File: src/rtl/sec_pkg.sv
// Shared definitions for the counter readout/clear sequencer:
// default geometry and the FSM state encoding.
package sec_pkg;

  localparam int NUM_CNT_DEF = 3;
  localparam int DIR_W_DEF   = 2;
  localparam int DATA_W_DEF  = 32;
  localparam int PESO_W_DEF  = 16;

  typedef enum logic [2:0] {
    IDLE      = 3'd0,
    BORRAR    = 3'd1,
    ASENTAR   = 3'd2,
    MUESTREAR = 3'd3,
    ENTREGAR  = 3'd4,
    FIN       = 3'd5
  } estado_t;

endpackage

File: src/rtl/escalador_energia.sv
// Registered unsigned count x weight multiplier, one cycle of latency.
// The product is kept at full width so it can never overflow.
module escalador_energia #(
  parameter int DATA_W = 32,
  parameter int PESO_W = 16
) (
  input  logic                     clk,
  input  logic                     reset,
  input  logic                     en,
  input  logic [DATA_W-1:0]        cuenta,
  input  logic [PESO_W-1:0]        peso,
  output logic [DATA_W+PESO_W-1:0] energia
);

  localparam int PROD_W = DATA_W + PESO_W;

  // Capture the product only when enabled so the result stays put afterwards.
  always_ff @(posedge clk) begin
    if (reset) begin
      energia <= '0;
    end else if (en) begin
      energia <= PROD_W'(cuenta) * PROD_W'(peso);
    end
  end

endmodule

File: src/rtl/secuenciador_contadores.sv
// Readout/clear sequencer for the transition-counter memory.
// Clears every counter or reads each one, scales it by a latched energy
// weight and streams one result per counter.
// Optional build macro MIN_ENERGIA_EN adds min_idx/min_energia tracking.
//
// Result handshake: res_valid rises in ENTREGAR and stays high, with
// res_idx/res_cuenta/res_energia frozen, until the cycle in which
// res_ready is also high; that rising edge is the transfer.
module secuenciador_contadores
  import sec_pkg::*;
#(
  parameter int NUM_CNT = NUM_CNT_DEF,
  parameter int DIR_W   = DIR_W_DEF,
  parameter int DATA_W  = DATA_W_DEF,
  parameter int PESO_W  = PESO_W_DEF
) (
  input  logic                     clk,
  input  logic                     reset,
  input  logic                     inicio_borrar,
  input  logic                     inicio_leer,
  input  logic [PESO_W-1:0]        peso,
  output logic [DIR_W-1:0]         dir,
  output logic                     LE,
  input  logic [DATA_W-1:0]        dato_in,
  output logic [DATA_W-1:0]        dato_out,
  output logic                     dato_oe,
  output logic [DIR_W-1:0]         res_idx,
  output logic [DATA_W-1:0]        res_cuenta,
  output logic [DATA_W+PESO_W-1:0] res_energia,
  output logic                     res_valid,
  input  logic                     res_ready,
  output logic                     ocupado,
  output logic                     listo,
`ifdef MIN_ENERGIA_EN
  output logic [DIR_W-1:0]         min_idx,
  output logic [DATA_W+PESO_W-1:0] min_energia,
`endif
  output estado_t                  estado
);

  localparam logic [DIR_W-1:0] ULTIMO = DIR_W'(NUM_CNT - 1);

  estado_t            estado_q, estado_d;
  logic [DIR_W-1:0]   idx;
  logic [PESO_W-1:0]  peso_q;
  logic               arranque_borrar, arranque_leer, entrega, ultimo;

  // Clear has priority; a simultaneous read request is simply dropped.
  assign arranque_borrar = (estado_q == IDLE) && inicio_borrar;
  assign arranque_leer   = (estado_q == IDLE) && !inicio_borrar && inicio_leer;
  assign entrega         = (estado_q == ENTREGAR) && res_ready;
  assign ultimo          = (idx == ULTIMO);

  assign dir      = idx;
  assign dato_out = '0;
  assign estado   = estado_q;

  // State register.
  always_ff @(posedge clk) begin
    if (reset) estado_q <= IDLE;
    else       estado_q <= estado_d;
  end

  // Next state and Moore outputs; LE stays high (safe) outside BORRAR.
  always_comb begin
    estado_d  = estado_q;
    LE        = 1'b1;
    dato_oe   = 1'b0;
    res_valid = 1'b0;
    listo     = 1'b0;
    ocupado   = 1'b1;
    case (estado_q)
      IDLE: begin
        ocupado = 1'b0;
        if (inicio_borrar)    estado_d = BORRAR;
        else if (inicio_leer) estado_d = ASENTAR;
      end
      BORRAR: begin
        LE      = 1'b0;
        dato_oe = 1'b1;
        if (ultimo) estado_d = FIN;
      end
      ASENTAR:   estado_d = MUESTREAR;
      MUESTREAR: estado_d = ENTREGAR;
      ENTREGAR: begin
        res_valid = 1'b1;
        if (res_ready) estado_d = ultimo ? FIN : ASENTAR;
      end
      FIN: begin
        listo    = 1'b1;
        estado_d = IDLE;
      end
      default: estado_d = IDLE;
    endcase
  end

  // Counter index: restarts at each operation, never wraps past the last entry.
  always_ff @(posedge clk) begin
    if (reset) begin
      idx <= '0;
    end else if (arranque_borrar || arranque_leer) begin
      idx <= '0;
    end else if ((estado_q == BORRAR) && !ultimo) begin
      idx <= idx + 1'b1;
    end else if (entrega && !ultimo) begin
      idx <= idx + 1'b1;
    end else if (estado_q == FIN) begin
      idx <= '0;
    end
  end

  // Weight is frozen for the whole read so later changes on peso are ignored.
  always_ff @(posedge clk) begin
    if (reset)              peso_q <= '0;
    else if (arranque_leer) peso_q <= peso;
  end

  // Raw count and index captured alongside the scaled energy.
  always_ff @(posedge clk) begin
    if (reset) begin
      res_cuenta <= '0;
      res_idx    <= '0;
    end else if (estado_q == MUESTREAR) begin
      res_cuenta <= dato_in;
      res_idx    <= idx;
    end
  end

  escalador_energia #(
    .DATA_W (DATA_W),
    .PESO_W (PESO_W)
  ) u_escalador (
    .clk     (clk),
    .reset   (reset),
    .en      (estado_q == MUESTREAR),
    .cuenta  (dato_in),
    .peso    (peso_q),
    .energia (res_energia)
  );

`ifdef MIN_ENERGIA_EN
  // Running minimum: first entry loads, later ones only if strictly smaller.
  always_ff @(posedge clk) begin
    if (reset) begin
      min_idx     <= '0;
      min_energia <= '0;
    end else if (entrega && ((res_idx == '0) || (res_energia < min_energia))) begin
      min_idx     <= res_idx;
      min_energia <= res_energia;
    end
  end
`endif

endmodule

File: config.mk
export PLATFORM = sky130hd
export DESIGN_NAME = secuenciador_contadores
export DESIGN_NICKNAME = d
export VERILOG_FILES = /design/src/rtl/sec_pkg.sv /design/src/rtl/escalador_energia.sv /design/src/rtl/secuenciador_contadores.sv
export SDC_FILE = /design/constraint.sdc
export NUM_CORES = 1
export LEC_CHECK = 0
export BUFFER_PORTS_ARGS = -buffer_cell sky130_fd_sc_hd__buf_2
export CAP_MARGIN = 20
export CORE_UTILIZATION = 40
export CTS_BUF_LIST = sky130_fd_sc_hd__clkbuf_4 sky130_fd_sc_hd__clkbuf_8 sky130_fd_sc_hd__clkbuf_16
export CTS_CLUSTER_SIZE = 14
export DETAILED_ROUTE_END_ITERATION = 16
export SETUP_SLACK_MARGIN = 0.5
export SYNTH_ARGS = -nofsm -noshare
export SYNTH_HDL_FRONTEND = slang
export SYNTH_SLANG_ARGS = --single-unit
File: constraint.sdc
create_clock -name clk -period 19.05 [get_ports clk]
set_clock_uncertainty 0.1 [all_clocks]
set_input_delay 0.9525 -clock clk [delete_from_list [all_inputs] [get_ports clk]]
set_output_delay 0.9525 -clock clk [all_outputs]
set_load 0.01 [all_outputs]
Yosys cells after proc, flatten, opt, wreduce, memory -nomap -nowiden --
Index checks and enable logic that the tools add are counted.
Storage, ports and cells: input port bits 53, output and inout bits 124, ROM bits 0, latch bits 0, memories kept 0, RAM bits 0, register bits 103
Operators by class: div/mod/pow operators 0, shift-type cells 0, order comparisons 0, bitwise gates (word level) 0, add/sub/neg operators 1, multiply operators 1, reduce and logical (&&, ||, !) cells 13, equality and inequality tests 9, multiplexer cells 14
Operators with widths (count):
- $mul 32x16->48 | 1
- $mux 3 | 5
- $pmux 3 s5 | 1
- $eq 3x2->1 const B | 2
- $eq 3x3->1 const B | 2
- $logic_and 1x1->1 | 6
- $mux 2 | 3
- $mux 1 | 5
- $ne 2x2->1 const B | 2
- $eq 3x1->1 const B | 1
- $logic_not 3->1 | 1
- $ne 3x3->1 const B | 1
- $reduce_and 3->1 | 1
- $reduce_bool 3->1 | 1
- $add 2x1->2 const B | 1
- $eq 2x2->1 const B | 1
- $logic_not 1->1 | 2
- $reduce_or 2->1 | 1
- $logic_or 1x1->1 | 1

Depth between registers and ports, before layout --
depth after elaboration 5, depth in mapped cells 25, gate-level depth less buffers 23

Cells and area by module --
From an unflattened synthesis, not the netlist that was laid out.
Unflattened totals: cell total of the unflattened synthesis 2358, area, all modules 20404.6 µm²
Modules (own cells, without submodules):
- escalador_energia | area each 17943.5 µm², sequential area each 960.9 µm², cells an instance 2051, times used 1
- secuenciador_contadores | area each 2461.1 µm², sequential area each 1101.1 µm², cells an instance 307, times used 1

Worst setup path after synthesis --
OpenSTA, ideal clock, no wires.
path kind in2reg, start point in dato_in[29], end point reg u_escalador.energia[46], library setup time 0.134 ns, stages 24, buffers on the path 3, data arrival time 6.585 ns, required time 18.816 ns, setup slack 12.231 ns, cells stage by stage clkbuf_1 > clkbuf_1 > nand2_1 > fa_1 > inv_1 > fa_1 > inv_1 > fa_1 > inv_1 > fa_1 > fa_1 > inv_1 > fa_1 > inv_1 > ha_1 > clkbuf_1 > a21o_1 > a21o_1 > a21oi_1 > nor2b_1 > a22oi_4 > a211oi_2 > or4b_1 > o211ai_1
Between the ends: longest elaborated chain between the ends 1
Ends and longest elaborated chain:
- start: declaration | RTL line secuenciador_contadores.sv:24 | input logic [DATA_W-1:0] dato_in,
- $mul 32x16->48 | RTL line escalador_energia.sv:22 | energia <= PROD_W'(cuenta) * PROD_W'(peso);
- end signal: assignment | RTL line escalador_energia.sv:22
- end: declaration | RTL line escalador_energia.sv:12 | output logic [DATA_W+PESO_W-1:0] energia
Every way passes these cells. A chain may end at the register's enable or synchronous reset.

Worst setup path in the final report --
start point in dato_in[9], end point reg u_escalador.energia[41]
Same word-level chain as after synthesis.

==> metrics.yaml <==
status: "completed"
syn_area_per_cell_um2: 8.49
cp_data_required_time_ns: 19.25
cpMaxStageDelayCell: "fa_1"
drtIter0Drc: 1067
clkLatencyLatePin_ns: 0.39
start_util_pct: 40.9
post_drt_via_cell_ratio: 5.10
arrival_ns: 7.23
fin_crit_sh_pct: 36.9
clockBufferDepth: 2
grt_pass1_vias: 16800
critical_path.top_delay_family: "adder cells"
n_antenna_cell: 0
setup_viol: 0
slew_violations: 0
dieWidth_um: 226
final_period_minus_worst_setup_slack_ns: 7.03
post_cts_buffers: 0
place_ws_ns: 11.72
grt_remaining_overflow: 0
synthArstFlopShare_pct: 0
synth-seq-cells: 103
cp_slowest_stage_delay_ns: 0.62
finalNetCount: 3000
hold_viol_final: 0
fin_ws_ns: 12.02
rows: 81
gp_congestion: 0.879
path_clk_slew_ns: 0.08
die_h_um: 226
critPathMostFrequentCell: "fa_1"
grt_start_max_net_pins: 94
cts_tree: "done"
yosysWarnings: 0
grt_pass1_wl_um: 92600
port_buffers: 144
htreeDepth: 3
syn-cell-area_um2: 20100
rsz0062_at_grt: "false"
ys_types: 62
antenna_left: 0
cts_sinks: 103
ios: 177
vias: 15700
drt-pass1-iter-count: 5
postCtsResizedCells: 0
timing.critical_path.buf_inv: 4
postCtsHoldBufs: 0
slew_headroom_pct: 29.1
worstMarginPinSlew_ns: 1.06
irDropWorstVdd_uv: 38.0
leakagePower_nw: 10.4
synth-edff-count: 0
dieArea_um2: 51200
path_class: "in -> reg"
fmax_mhz: 142
path_cells: "buf_2 > nand2_1 > fa_1 > inv_1 > fa_1 > fa_1 > fa_1 > fa_1 > inv_1 > fa_1 > inv_1 > ha_1 > nand2_1 > a21oi_1 > o211ai_1 > o31ai_4 > a21oi_2 > o21ai_2 > a21oi_1 > or4_1 > o311ai_1"
drive_gt1_share_pct: 8.21
synth_sequential_area_ratio_pct: 10.2
dpl.hpwl_um: 43300
grtUsageTotal_pct: 23.4
netlist_instances: 2371
routed_wl_um: 56100
power_mw: 1.15
avgRoutedWirePerCell_um: 18.2
cp-start-kind: "primary input"
antenna_found_initial: 1
cts-root-buf: "clkbuf_16"
yosys_most_used_dff: "dfxtp_1"
crit_fanout: 17
crit_path_end_kind: "flip-flop"
drc: 0
maxCapViolCount: 0
tns_ns: 0
hold_path_class: "reg -> reg"
numCtsBuffers: 9
area_growth_pct: 6.84
power_density_nw_per_um2: 53.3
core-area_um2: 49300
## logic make-up (layout without fill, tap and decap cells)
group,count (synthesis),in the layout,synth area share [%]
fa+ha+maj,539,539,49.1
buf+inv,604,615,11.9
other cells,1,32,0.0186
mux,3,3,0.155
compound gates,250,250,7.82
simple gates,838,838,19.3
flops,103,103,10.2
xor+xnor,33,33,1.44
## routing by layer
metal / global-route usage, % / vias to the layer above / wire length [um]
met3: 5.61 / 65 / 4710
met1: 33.6 / 7897 / 25500
met4: 5.12 / 0 / 878
li1: - / 7142 / -
met5: 0 / - / 0
met2: 35.6 / 599 / 25000
## path summary, 6_finish.rpt
kind | from | endpoint | slack [ns] | depth (start not counted)
max | dato_in[9] | u_escalador.energia[41]$_SDFFE_PP0P_ | 12.02 | 21
min | u_escalador.energia[9]$_SDFFE_PP0P_ | u_escalador.energia[9]$_SDFFE_PP0P_ | 0.35 | 2
min reg2reg | u_escalador.energia[9]$_SDFFE_PP0P_ | u_escalador.energia[9]$_SDFFE_PP0P_ | 0.35 | 2
max reg2reg | peso_q[1]$_SDFFE_PP0P_ | u_escalador.energia[41]$_SDFFE_PP0P_ | 12.10 | 21
## registers in the layout (all words and copies together), names as in the netlist
name and flops:
res_cuenta 32, dir 2, estado 3, peso_q 16, res_idx 2, u_escalador.energia 48
## stage by stage
step / instance area, um2 / hold WS [ns] / std cells / util [%]
final: 21500 / 0.348 / 3077 / 43.7
after global routing: 21500 / 0.377 / 3077 / 43.7
after CTS: 21500 / 0.352 / 3076 / 43.6
after detailed placement: 21200 / 0.342 / 3060 / 43.1
after global placement: 21200 / 0.336 / 3060 / 43.1
after floorplan: 20200 / 0.375 / 2402 / -
## area by class of cell
cell class | instances | area [um2]
Sequential cell | 103 | 2060
Fill cell | 4956 | 27700
Inverter | 434 | 1630
Multi-Input combinational cell | 1695 | 15800
Clock buffer | 9 | 225
Clock inverter | 7 | 67.6
Tap cell | 664 | 831
Timing Repair Buffer | 165 | 885
## cell usage after synthesis (20+ instances only)
master,number,share of area [%]
nand2_1,487,9.1
and2_1,217,6.7
inv_1,434,8.1
clkbuf_1,128,2.4
ha_1,121,7.5
buf_4,32,1.2
nor2_1,45,0.84
fa_1,418,42
nand3_1,22,0.55
a21o_1,28,1.0
a21oi_1,123,3.1
dfxtp_1,103,10
xnor2_1,20,0.87
## power by group
| group | internal, mW | leakage (nW) | switching (mW) |
|---|---|---|---|
| Sequential | 0.224 | 0.833 | 0.00721 |
| Clock | 0.0916 | 0.138 | 0.102 |
| Combinational | 0.263 | 9.47 | 0.459 |
| Total | 0.579 | 10.4 | 0.568 |
## tightest hold or removal path, delay by kind of cell (launching register included)
kind | cells | cell delay (ns)
AO/OA/AOI/OAI | 1 | 0.05
flip-flops | 1 | 0.31
AND/OR/NAND/NOR | 1 | 0.05
## layout by cell type, fill, tap and decap left out, drive strengths merged, types with 3 or more instances in the layout
cell / synthesis / final
a211oi: 12 / 12
clkbuf: 128 / 9
o211ai: 6 / 6
nor4b: 4 / 4
nor4: 5 / 5
fa: 418 / 418
a31oi: 11 / 11
o21bai: 10 / 10
a21oi: 125 / 125
nand3: 22 / 22
conb: 1 / 32
a221oi: 4 / 4
nand2b: 3 / 3
nor2: 45 / 45
o31ai: 3 / 3
a21o: 28 / 28
nor3: 12 / 12
ha: 121 / 121
a22o: 3 / 3
or4: 3 / 3
dfxtp: 103 / 103
and3: 10 / 10
xor2: 13 / 13
nand4: 17 / 17
xnor2: 20 / 20
nand2: 488 / 488
o21ai: 29 / 29
buf: 42 / 165
a21boi: 3 / 3
and2: 217 / 217
inv: 434 / 436
nor2b: 4 / 4
clkinv: 0 / 3
Note: power is estimated with default switching activity, not from simulation.
